<file path="config.mk">
export PLATFORM = sky130hd
export DESIGN_NAME = hit_stream_arbiter
export DESIGN_NICKNAME = d
export VERILOG_FILES = /design/src/rtl/hit_pkg.sv /design/src/rtl/hit_lane_fifo.sv /design/src/rtl/hit_stream_arbiter.sv
export SDC_FILE = /design/constraint.sdc
export NUM_CORES = 2
export LEC_CHECK = 0
export ABC_AREA = 1
export CAP_MARGIN = 20
export CORE_MARGIN = 5
export CORE_UTILIZATION = 50
export DETAILED_ROUTE_END_ITERATION = 7
export PLACE_DENSITY = 0.7
export SKIP_CTS_REPAIR_TIMING = 1
export SYNTH_ARGS = -nofsm -noshare
export SYNTH_HDL_FRONTEND = slang
export SYNTH_SLANG_ARGS = --single-unit
</file>
<file path="constraint.sdc">
create_clock -name com_clk -period 20 [get_ports com_clk]
set_clock_uncertainty 0.1 [all_clocks]
set_input_delay 2 -clock com_clk [delete_from_list [all_inputs] [get_ports com_clk]]
set_output_delay 2 -clock com_clk [all_outputs]
set_load 0.005 [all_outputs]
</file>
<file path="src/rtl/hit_pkg.sv">
// Shared types and helpers for the hit stream arbiter.
// Holds default widths, the hit record layout, output FSM states and clog2.
package hit_pkg;

   localparam int HIT_ADDR_W = 8;
   localparam int HIT_LEN_W  = 8;
   localparam int HIT_NUM_CH = 22;

   typedef struct packed {
      logic [HIT_ADDR_W-1:0] q;
      logic [HIT_ADDR_W-1:0] s;
      logic [HIT_LEN_W-1:0]  len;
   } hit_t;

   typedef enum logic {
      ST_EMPTY = 1'b0,
      ST_HOLD  = 1'b1
   } out_state_e;

   // Never returns less than 1 so a single-lane build still gets a 1-bit ID.
   function automatic int hit_clog2(input int v);
      int r;
      r = 1;
      while ((1 << r) < v) r = r + 1;
      return r;
   endfunction

endpackage

</file>
<file path="src/rtl/hit_lane_fifo.sv">
// Single-lane hit FIFO; pointers carry a wrap bit, full/empty by comparison.
// Ports: com_clk, reset (async low), wr/wdata, pop, rdata (head), empty, full.
module hit_lane_fifo
   import hit_pkg::*;
#(
   parameter int W     = 24,
   parameter int DEPTH = 4
) (
   input  logic         com_clk,
   input  logic         reset,
   input  logic         wr,
   input  logic [W-1:0] wdata,
   input  logic         pop,
   output logic [W-1:0] rdata,
   output logic         empty,
   output logic         full
);

   localparam int AW = hit_clog2(DEPTH);

   logic [AW:0]  wp_q;
   logic [AW:0]  rp_q;
   logic [W-1:0] mem [DEPTH];
   logic         do_wr;
   logic         do_pop;

   assign empty = (wp_q == rp_q);
   assign full  = (wp_q[AW] != rp_q[AW]) &&
                  (wp_q[AW-1:0] == rp_q[AW-1:0]);

   // A full lane still takes a write when its head leaves this cycle.
   assign do_pop = pop & ~empty;
   assign do_wr  = wr & (~full | do_pop);

   always_ff @(posedge com_clk or negedge reset) begin
      if (!reset) begin
         wp_q <= '0;
         rp_q <= '0;
      end else begin
         if (do_wr)  wp_q <= wp_q + {{AW{1'b0}}, 1'b1};
         if (do_pop) rp_q <= rp_q + {{AW{1'b0}}, 1'b1};
      end
   end

   always_ff @(posedge com_clk) begin
      if (do_wr) mem[wp_q[AW-1:0]] <= wdata;
   end

   assign rdata = mem[rp_q[AW-1:0]];

endmodule

</file>
<file path="src/rtl/hit_stream_arbiter.sv">
// Merges NUM_CH buffered hit lanes into one valid/ready stream with lane ID.
// Ports: hit_wr/q/s/len in, lane_full, out_* stream, drop_count out.
module hit_stream_arbiter
   import hit_pkg::*;
#(
   parameter int NUM_CH    = HIT_NUM_CH,
   parameter int ADDR_W    = HIT_ADDR_W,
   parameter int LEN_W     = HIT_LEN_W,
   parameter int DEPTH     = 4,
   parameter int PRIO_MODE = 0,
   parameter int CNT_W     = 16
) (
   input  logic                         com_clk,
   input  logic                         reset,
   input  logic [NUM_CH-1:0]            hit_wr,
   input  logic [NUM_CH*ADDR_W-1:0]     hit_q,
   input  logic [NUM_CH*ADDR_W-1:0]     hit_s,
   input  logic [NUM_CH*LEN_W-1:0]      hit_len,
   output logic [NUM_CH-1:0]            lane_full,
   output logic                         out_valid,
   input  logic                         out_ready,
   output logic [ADDR_W-1:0]            out_q,
   output logic [ADDR_W-1:0]            out_s,
   output logic [LEN_W-1:0]             out_len,
   output logic [hit_clog2(NUM_CH)-1:0] out_ch,
   output logic [CNT_W-1:0]             drop_count
);

   localparam int W    = 2*ADDR_W + LEN_W;
   localparam int CH_W = hit_clog2(NUM_CH);

   out_state_e        state_q;
   out_state_e        state_d;
   logic [NUM_CH-1:0] empty;
   logic [NUM_CH-1:0] full;
   logic [NUM_CH-1:0] pop;
   logic [NUM_CH-1:0] drop;
   logic [W-1:0]      head [NUM_CH];
   logic [W-1:0]      rec_q;
   logic [CH_W-1:0]   last_grant;
   logic [CH_W-1:0]   sel;
   logic              any;
   logic              load;
   logic              grant;
   logic [CNT_W:0]    ndrop;
   logic [CNT_W:0]    sum;

   for (genvar j = 0; j < NUM_CH; j++) begin : g_lane
      hit_lane_fifo #(.W(W), .DEPTH(DEPTH)) u_fifo (
         .com_clk (com_clk),
         .reset   (reset),
         .wr      (hit_wr[j]),
         .wdata   ({hit_q[j*ADDR_W +: ADDR_W],
                    hit_s[j*ADDR_W +: ADDR_W],
                    hit_len[j*LEN_W +: LEN_W]}),
         .pop     (pop[j]),
         .rdata   (head[j]),
         .empty   (empty[j]),
         .full    (full[j])
      );
   end

   assign lane_full = full;

   // Scan in reverse search order so the first candidate is written last.
   always_comb begin
      int idx;
      idx = 0;
      any = 1'b0;
      sel = '0;
      if (PRIO_MODE != 0) begin
         for (int i = NUM_CH-1; i >= 0; i--) begin
            if (!empty[i]) begin
               any = 1'b1;
               sel = CH_W'(i);
            end
         end
      end else begin
         for (int i = NUM_CH-1; i >= 0; i--) begin
            idx = int'(last_grant) + 1 + i;
            if (idx >= NUM_CH) idx = idx - NUM_CH;
            if (!empty[idx]) begin
               any = 1'b1;
               sel = CH_W'(idx);
            end
         end
      end
   end

   assign load  = (state_q == ST_EMPTY) || out_ready;
   assign grant = load && any;

   always_ff @(posedge com_clk or negedge reset) begin
      if (!reset) state_q <= ST_EMPTY;
      else        state_q <= state_d;
   end

   always_comb begin
      state_d = state_q;
      if (load) state_d = any ? ST_HOLD : ST_EMPTY;
   end

   always_comb begin
      out_valid = (state_q == ST_HOLD);
      pop       = '0;
      if (grant) pop[sel] = 1'b1;
   end

   always_ff @(posedge com_clk or negedge reset) begin
      if (!reset) begin
         rec_q      <= '0;
         out_ch     <= '0;
         last_grant <= CH_W'(NUM_CH-1);
      end else if (grant) begin
         rec_q      <= head[sel];
         out_ch     <= sel;
         last_grant <= sel;
      end
   end

   assign out_q   = rec_q[W-1 -: ADDR_W];
   assign out_s   = rec_q[LEN_W +: ADDR_W];
   assign out_len = rec_q[LEN_W-1:0];

   assign drop = hit_wr & full & ~pop;

   always_comb begin
      ndrop = '0;
      for (int i = 0; i < NUM_CH; i++) begin
         ndrop = ndrop + (CNT_W+1)'(drop[i]);
      end
      sum = {1'b0, drop_count} + ndrop;
   end

   always_ff @(posedge com_clk or negedge reset) begin
      if (!reset)          drop_count <= '0;
      else if (sum[CNT_W]) drop_count <= '1;
      else                 drop_count <= sum[CNT_W-1:0];
   end

endmodule

</file>
==> After elaboration in Yosys (flattened, before gate mapping) <==
Memories as Yosys holds them, arrays and structs flattened.
Cells that the tools add are included.
{ "totals": {"ff_bits": 183, "mem_bits_rw": 2112, "in_bits": 553, "out_inout_bits": 68, "word_cells": 618, "n_memories": 22} }
{ "memory_table": {"columns": ["memory", "words", "word_bits", "read_ports", "rd_clocked_by_memory_dff", "wr", "line_no", "text"], "rows": [
  ["g_lane[0].u_fifo.mem", 4, 24, 1, 0, 1, "hit_lane_fifo.sv:23", "logic [W-1:0] mem [DEPTH];"],
  ["g_lane[10].u_fifo.mem", 4, 24, 1, 0, 1, "hit_lane_fifo.sv:23", null],
  ["g_lane[11].u_fifo.mem", 4, 24, 1, 0, 1, "hit_lane_fifo.sv:23", null],
  ["g_lane[12].u_fifo.mem", 4, 24, 1, 0, 1, "hit_lane_fifo.sv:23", null],
  ["g_lane[13].u_fifo.mem", 4, 24, 1, 0, 1, "hit_lane_fifo.sv:23", null],
  ["g_lane[14].u_fifo.mem", 4, 24, 1, 0, 1, "hit_lane_fifo.sv:23", null],
  ["+16 memories", null, null, null, null, null, null, null]
]} }
{ "op_classes": {"n_addsub": 110, "order_cmp": 47, "eq_ne": 66, "n_mux": 184, "bitwise": 115, "reduce_logical": 25} }
{ "ops": {"columns": ["op", "n"], "rows": [
  ["$lt A32 B7 Y1 const B", 22],
  ["$mux W32", 22],
  ["$ge A32 B6 Y1 const B", 21],
  ["$sub A32 B6 Y32 const B", 21],
  ["$add A32 B5 Y32 const B", 8],
  ["$add A32 B6 Y32 const B", 6],
  ["$add A3 B1 Y3 const B", 44],
  ["$add A32 B4 Y32 const B", 4],
  ["$bmux W24 S5", 1],
  ["$mux W1", 112],
  ["$bmux W1 S5", 22],
  ["$mux W5", 22],
  ["$add A17 B1 Y17", 5],
  ["$eq A3 B3 Y1", 22],
  ["$add A32 B3 Y32 const B", 2],
  ["$mux W24", 2],
  ["$not A1 Y1", 45],
  ["$and A1 B1 Y1", 44],
  ["$and A22 B22 Y22", 2],
  ["$eq A2 B2 Y1", 22],
  ["$add A32 B2 Y32 const B", 1],
  ["$logic_and A1 B1 Y1", 24],
  ["$mux W22", 1],
  ["$ne A1 B1 Y1", 22],
  ["29 further kinds", 50]
]} }

==> Logic depth before layout (Yosys ltp) <==
{ "depth": {"word_depth": 59, "ltp_mapped": 87, "ltp_nobuf": 82} }

==> Modules after synthesis <==
A second synthesis with hierarchy kept.
{ "unflattened": {"hier_cells": 9721, "hier_area_um2": 104984.4} }
{ "by_module_without_submodules": {"columns": ["mod", "n_inst", "cells_each", "area_each_um2", "seq_area_each_um2"], "rows": [
  ["hit_lane_fifo (g_lane[0].u_fifo ...)", 18, 292, 4030.1, 3032.9],
  ["hit_stream_arbiter", 1, 3297, 16439.5, 1229.9],
  ["hit_lane_fifo (g_lane[11].u_fifo ...)", 3, 292, 4001.3, 3032.9],
  ["hit_lane_fifo (g_lane[1].u_fifo)", 1, 292, 3998.8, 3032.9]
]} }

==> Worst setup path after synthesis <==
No wires, ideal clock.
{ "synth_path": {"kind": "reg2reg", "startpoint": "reg last_grant[0]", "endpoint": "reg drop_count[0]", "setup_time_ns": 0.068, "arrival_time_ns": 11.004, "required_ns": 19.832, "slack_ns": 8.828, "stages_incl_launch_ff": 85, "n_path_buf": 8, "period_less_slack_ns": 11.172, "path_cell_list": "dfstp_2 -> buf_4 -> inv_2 -> buf_6 -> buf_4 -> buf_2 -> ha_1 -> buf_2 -> inv_2 -> clkbuf_1 -> ha_1 -> nand2_1 -> nand2_1 -> inv_1 -> nand2_1 -> nand2_2 -> a21oi_2 -> nand2_1 -> (+49 left out) -> fa_1 -> inv_1 -> fa_1 -> inv_1 -> fa_1 -> inv_1 -> fa_1 -> nand3_1 -> nand2_1 -> a21oi_1 -> o21ai_0 -> nand3_1 -> nor3b_1 -> nand2_1 -> nor2_1 -> nand3_1 -> clkbuf_1 -> nand2_1"} }
{ "synth_via": {"elab_chain_len": 59, "word_cells_on_any_way": 230, "cone_classes": "add/sub: 66; order compare: 24; mux: 136; bitwise: 2; reduce/logical: 2"} }
{ "synth_lines": {"columns": ["item", "line_no", "text"], "rows": [
  ["start, declared", "hit_stream_arbiter.sv:40", "logic [CH_W-1:0] last_grant;"],
  ["start signal, assigned", "hit_stream_arbiter.sv:113", "last_grant <= CH_W'(NUM_CH-1);"],
  ["start signal, assigned", "hit_stream_arbiter.sv:117", "last_grant <= sel;"],
  ["$add A5 B1 Y6 *", "hit_stream_arbiter.sv:80", "idx = int'(last_grant) + 1 + i;"],
  ["$add A32 B6 Y32", "hit_stream_arbiter.sv:80", null],
  ["$sub A32 B6 Y32 or $ge A32 B6 Y1 (tied branches)", "hit_stream_arbiter.sv:81", "if (idx >= NUM_CH) idx = idx - NUM_CH;"],
  ["$mux W32", "hit_stream_arbiter.sv:81", null],
  ["$bmux W1 S5", "hit_stream_arbiter.sv:82", "if (!empty[idx]) begin"],
  ["$mux W1 (implied by the code) (2 in series)", "hit_stream_arbiter.sv:82", null],
  ["$mux W5 (22 in series)", "hit_stream_arbiter.sv:82", null],
  ["$lt A5 B6 Y1 (implied by the code) or $ge A5 B1 Y1 (tied branches)", "hit_stream_arbiter.sv:106", "if (grant) pop[sel] = 1'b1;"],
  ["(+18 left out)", null, null],
  ["$add A13 B1 Y14", "hit_stream_arbiter.sv:130", "ndrop = ndrop + (CNT_W+1)'(drop[i]);"],
  ["$add A14 B1 Y15", "hit_stream_arbiter.sv:130", null],
  ["$add A15 B1 Y16", "hit_stream_arbiter.sv:130", null],
  ["$add A16 B1 Y17", "hit_stream_arbiter.sv:130", null],
  ["$add A17 B1 Y17 (4 in series)", "hit_stream_arbiter.sv:130", null],
  ["$add A17 B1 Y17 *", "hit_stream_arbiter.sv:130", null],
  ["$add A16 B17 Y17 *", "hit_stream_arbiter.sv:132", "sum = {1'b0, drop_count} + ndrop;"],
  ["$mux W16 *", "hit_stream_arbiter.sv:137", "else if (sum[CNT_W]) drop_count <= '1;"],
  ["end signal, assigned", "hit_stream_arbiter.sv:138", "else drop_count <= sum[CNT_W-1:0];"],
  ["end, declared", "hit_stream_arbiter.sv:26", "output logic [CNT_W-1:0] drop_count"]
]} }
Every way passes the cells marked *; elsewhere a longest branch is shown, timed or not. The select of a mux whose other input is x is not followed.
A chain may end at the register's enable or synchronous reset.

==> Final worst setup path <==
{ "layout_path": {"startpoint": "reg last_grant[0]", "endpoint": "reg drop_count[5]"} }
Same word-level chain as after synthesis.

==> impl_metrics.toml <==
[drt]
route.detailed.wl_per_inst_um = 26.3
drc_errors = 0
wirelength_mm = 331
firstDrtPassIters = 8
route.vias.total = 74900
initialDrtViolationCount = 9340
drtAntennaViolNets = 0
vias_per_cell = 5.94

[critical_path]
critical_path.slowest_cell = "ha_1"
critical_path.most_common_cell = "nand2_1"
setup.worst_path.class = "register to register"
type_of_origin_of_the_critical_path = "register"
crit_path_arrival_time_ns = 15.76
critical_path_required_ns = 20.71
max_stage_delay_ns = 0.93
critical_path_peak_fanout = 77
setup.worst_path.end_class = "register"

[sta]
setup_tns_ns = 0
timing.slew.headroom_pct = 24.6
worstMarginPinSlew_ns = 1.12
setup_viol = 0
grt_setup_unrepaired = "false"
period_minus_slack_ns = 15.05
fmax_mhz = 66.4
final-max-slew-violation-count = 0
final_hold_viol_count = 0
layout_worst_path_cycle_share_pct = 75.3

[synthesis]
synth.most_common_cell = "edfxtp_1"
synth-edff-count = 2112
synth_compound_gate_area_share_pct = 11.7
yosys_synthesis_warning_count = 0
synth_flop_cell = "edfxtp_1"
synthCells = 9207
synthDominantAreaCellType = "edfxtp_1"
synthDominantCellAreaShare_pct = 62.1
synth_simple_gate_area_share_pct = 14.4
yosys-top-cells-count = "2,112 x edfxtp_1, 2,005 x nand2_1, 1,090 x o21ai_0"
synth_area_leaders = "edfxtp_1 62%, nand2_1 7.4%, o21ai_0 5.3%"
syn-cell-area_um2 = 102000
synth.avg_cell_area_um2 = 11.1
synth_top_family_by_area = "simple AND/OR/NAND/NOR gates"
synth_sequential_area_ratio_pct = 66.6
synth.net_count = 9924
adder_cell_share_of_the_synthesized_area_pct = 2.14
muxShareOfSynthArea_pct = 0.0110
post_synth_xor_area_fraction_pct = 1.39
yosysUniqueCellTypes = 71
ys_ff_latch = 2293
synth_async_sr_flop_share_pct = 7.89

[floorplanning]
fp.coreArea_um2 = 203000
dieHeight_um = 462
die_area_um2 = 213000
floorplan.die.width_um = 462
initial_core_util_pct = 50.4
core.rowCount = 165
io_pins = 621

[finish]
layout_area_overhead_pct = 16.4
multiInputGateArea_um2 = 30800
fillCellCount = 16200
drive_gt1_share_pct = 7.29
num-nets-final = 10400
seq_area_um2 = 68000

[global_route]
grt_max_degree = 122
vias_in_the_first_global_route = 70700
total_congestion_overflow = 0
grt_pass1_wl_mm = 474
grt_antenna_before_repair = 110
track_usage_pct = 30.3

[cts]
root_buf_cell = "clkbuf_16"
ctsHtreeMaxLevel = 4
worst_setup_hold_path_clk_slew_ns = 0.07
clk-insertion-delay-late_ns = 0.91
numCtsBuffers = 224
cts.sink_count = 2293
tritoncts = "done"
cts_buffer_depth = 3

[min_path]
holdCritPathClass = "register to register"

[run_status]
status = "completed"

[place]
finalWeightedCongestion = 0.936
port_buffer_count = 620
dp_hpwl_mm = 227

[job]
max_cap_viol_count = 0
==> sequential cells by signal (all words and copies together), names as in the netlist <==
signal	count
out_ch	5
rec_q	24
g_lane.u_fifo.mem	2112
last_grant	3
out_valid	1
drop_count	16
g_lane.u_fifo.wp_q	66
g_lane.u_fifo.rp_q	66
==> area by class of cell <==
| type | count | share of cell area, % |
|---|---|---|
| inverters | 424 | 1.34 |
| well taps | 2672 | 2.81 |
| clock buffers | 294 | 5.05 |
| flip-flops and latches | 2293 | 57.2 |
| clock inverters | 123 | 1.27 |
| multi-input cells | 5962 | 25.9 |
| diodes | 84 | 0.177 |
| repair buffers | 771 | 6.21 |
==> cells by family (layout without fill, tap and decap cells) <==
| kind of cell | Yosys count | count (layout) |
|---|---|---|
| buf+inv | 952 | 1612 |
| compound gates | 2037 | 2037 |
| other cells | 0 | 84 |
| xor+xnor | 157 | 157 |
| flops | 2293 | 2293 |
| simple gates | 3603 | 3603 |
| mux | 1 | 1 |
| fa+ha+maj | 164 | 164 |
==> final timing paths <==
kind | startpoint | depth (start not counted) | slack (ns) | end
worst min register to register | g_lane[1].u_fifo.rp_q[2] | 1 | 0.39 | g_lane[1].u_fifo.rp_q[2]
worst max register to register | last_grant[0] | 61 | 4.95 | drop_count[5]
worst min-delay path | g_lane[1].u_fifo.rp_q[2] | 1 | 0.39 | g_lane[1].u_fifo.rp_q[2]
min in group asynchronous | reset | 1 | 1.00 | drop_count[14]
max in group asynchronous | reset | 2 | 17.36 | g_lane[5].u_fifo.rp_q[0]
worst max-delay path | last_grant[0] | 61 | 4.95 | drop_count[5]
==> cell usage in the layout (no fill, tap or decap), drive strengths merged, types with 6 or more instances in the layout <==
master         netlist  final
nand3b               6      6
a32o               103    103
edfxtp            2112   2112
o211ai              75     75
o221ai              68     68
a32oi               24     24
nor3                11     11
bufinv               0     26
clkbuf             392    294
o22ai              315    315
inv                419    419
xor2               108    108
fa                  17     17
a21oi              273    273
nand2             2066   2066
ha                 147    147
nand4               83     83
o21bai              12     12
o21ai             1134   1134
clkinv               5     95
clkinvlp             0      7
diode                0     84
dfrtp              178    178
buf                136    152
nor2              1071   1071
xnor2               49     49
clkdlybuf4s50        0    619
o311ai               8      8
or2                  7      7
nand3              352    352
==> critical path, delay by kind of cell (launching register included) <==
kind / cells / cell delay (ns)
fa+ha+maj: 9 / 4.71
compound gates: 10 / 2.14
xor+xnor: 1 / 0.11
simple gates: 29 / 4.04
buf+inv: 12 / 3.09
flops: 1 / 0.61
==> metrics by stage <==
step / util, % / instances / worst slack [ns] / area (um2) / hold WS (ns)
6_report: 58.6 / 12600 / 4.95 / 119000 / 0.389
3_3_place_gp: 54.8 / 12100 / 5.08 / 111000 / 0.374
3_5_place_dp: 54.8 / 12100 / 5.11 / 111000 / 0.377
2_1_floorplan: - / 9207 / 8.83 / 102000 / 0.360
5_1_grt: 58.6 / 12600 / 3.93 / 119000 / 0.408
4_1_cts: 58.5 / 12500 / 5.10 / 119000 / 0.387
==> per-layer routing <==
layer  vias up  track usage, %  part of all wire, %
met5         -               0                0.074
met1     36600            40.6                   39
met4        34            16.0                  5.8
met2      3931            46.1                   45
met3       716            7.06                   10
li1      33700               -                    -
Power is not shown: default switching activity piles up to over one toggle a cycle in this logic, so the estimate is an artifact.
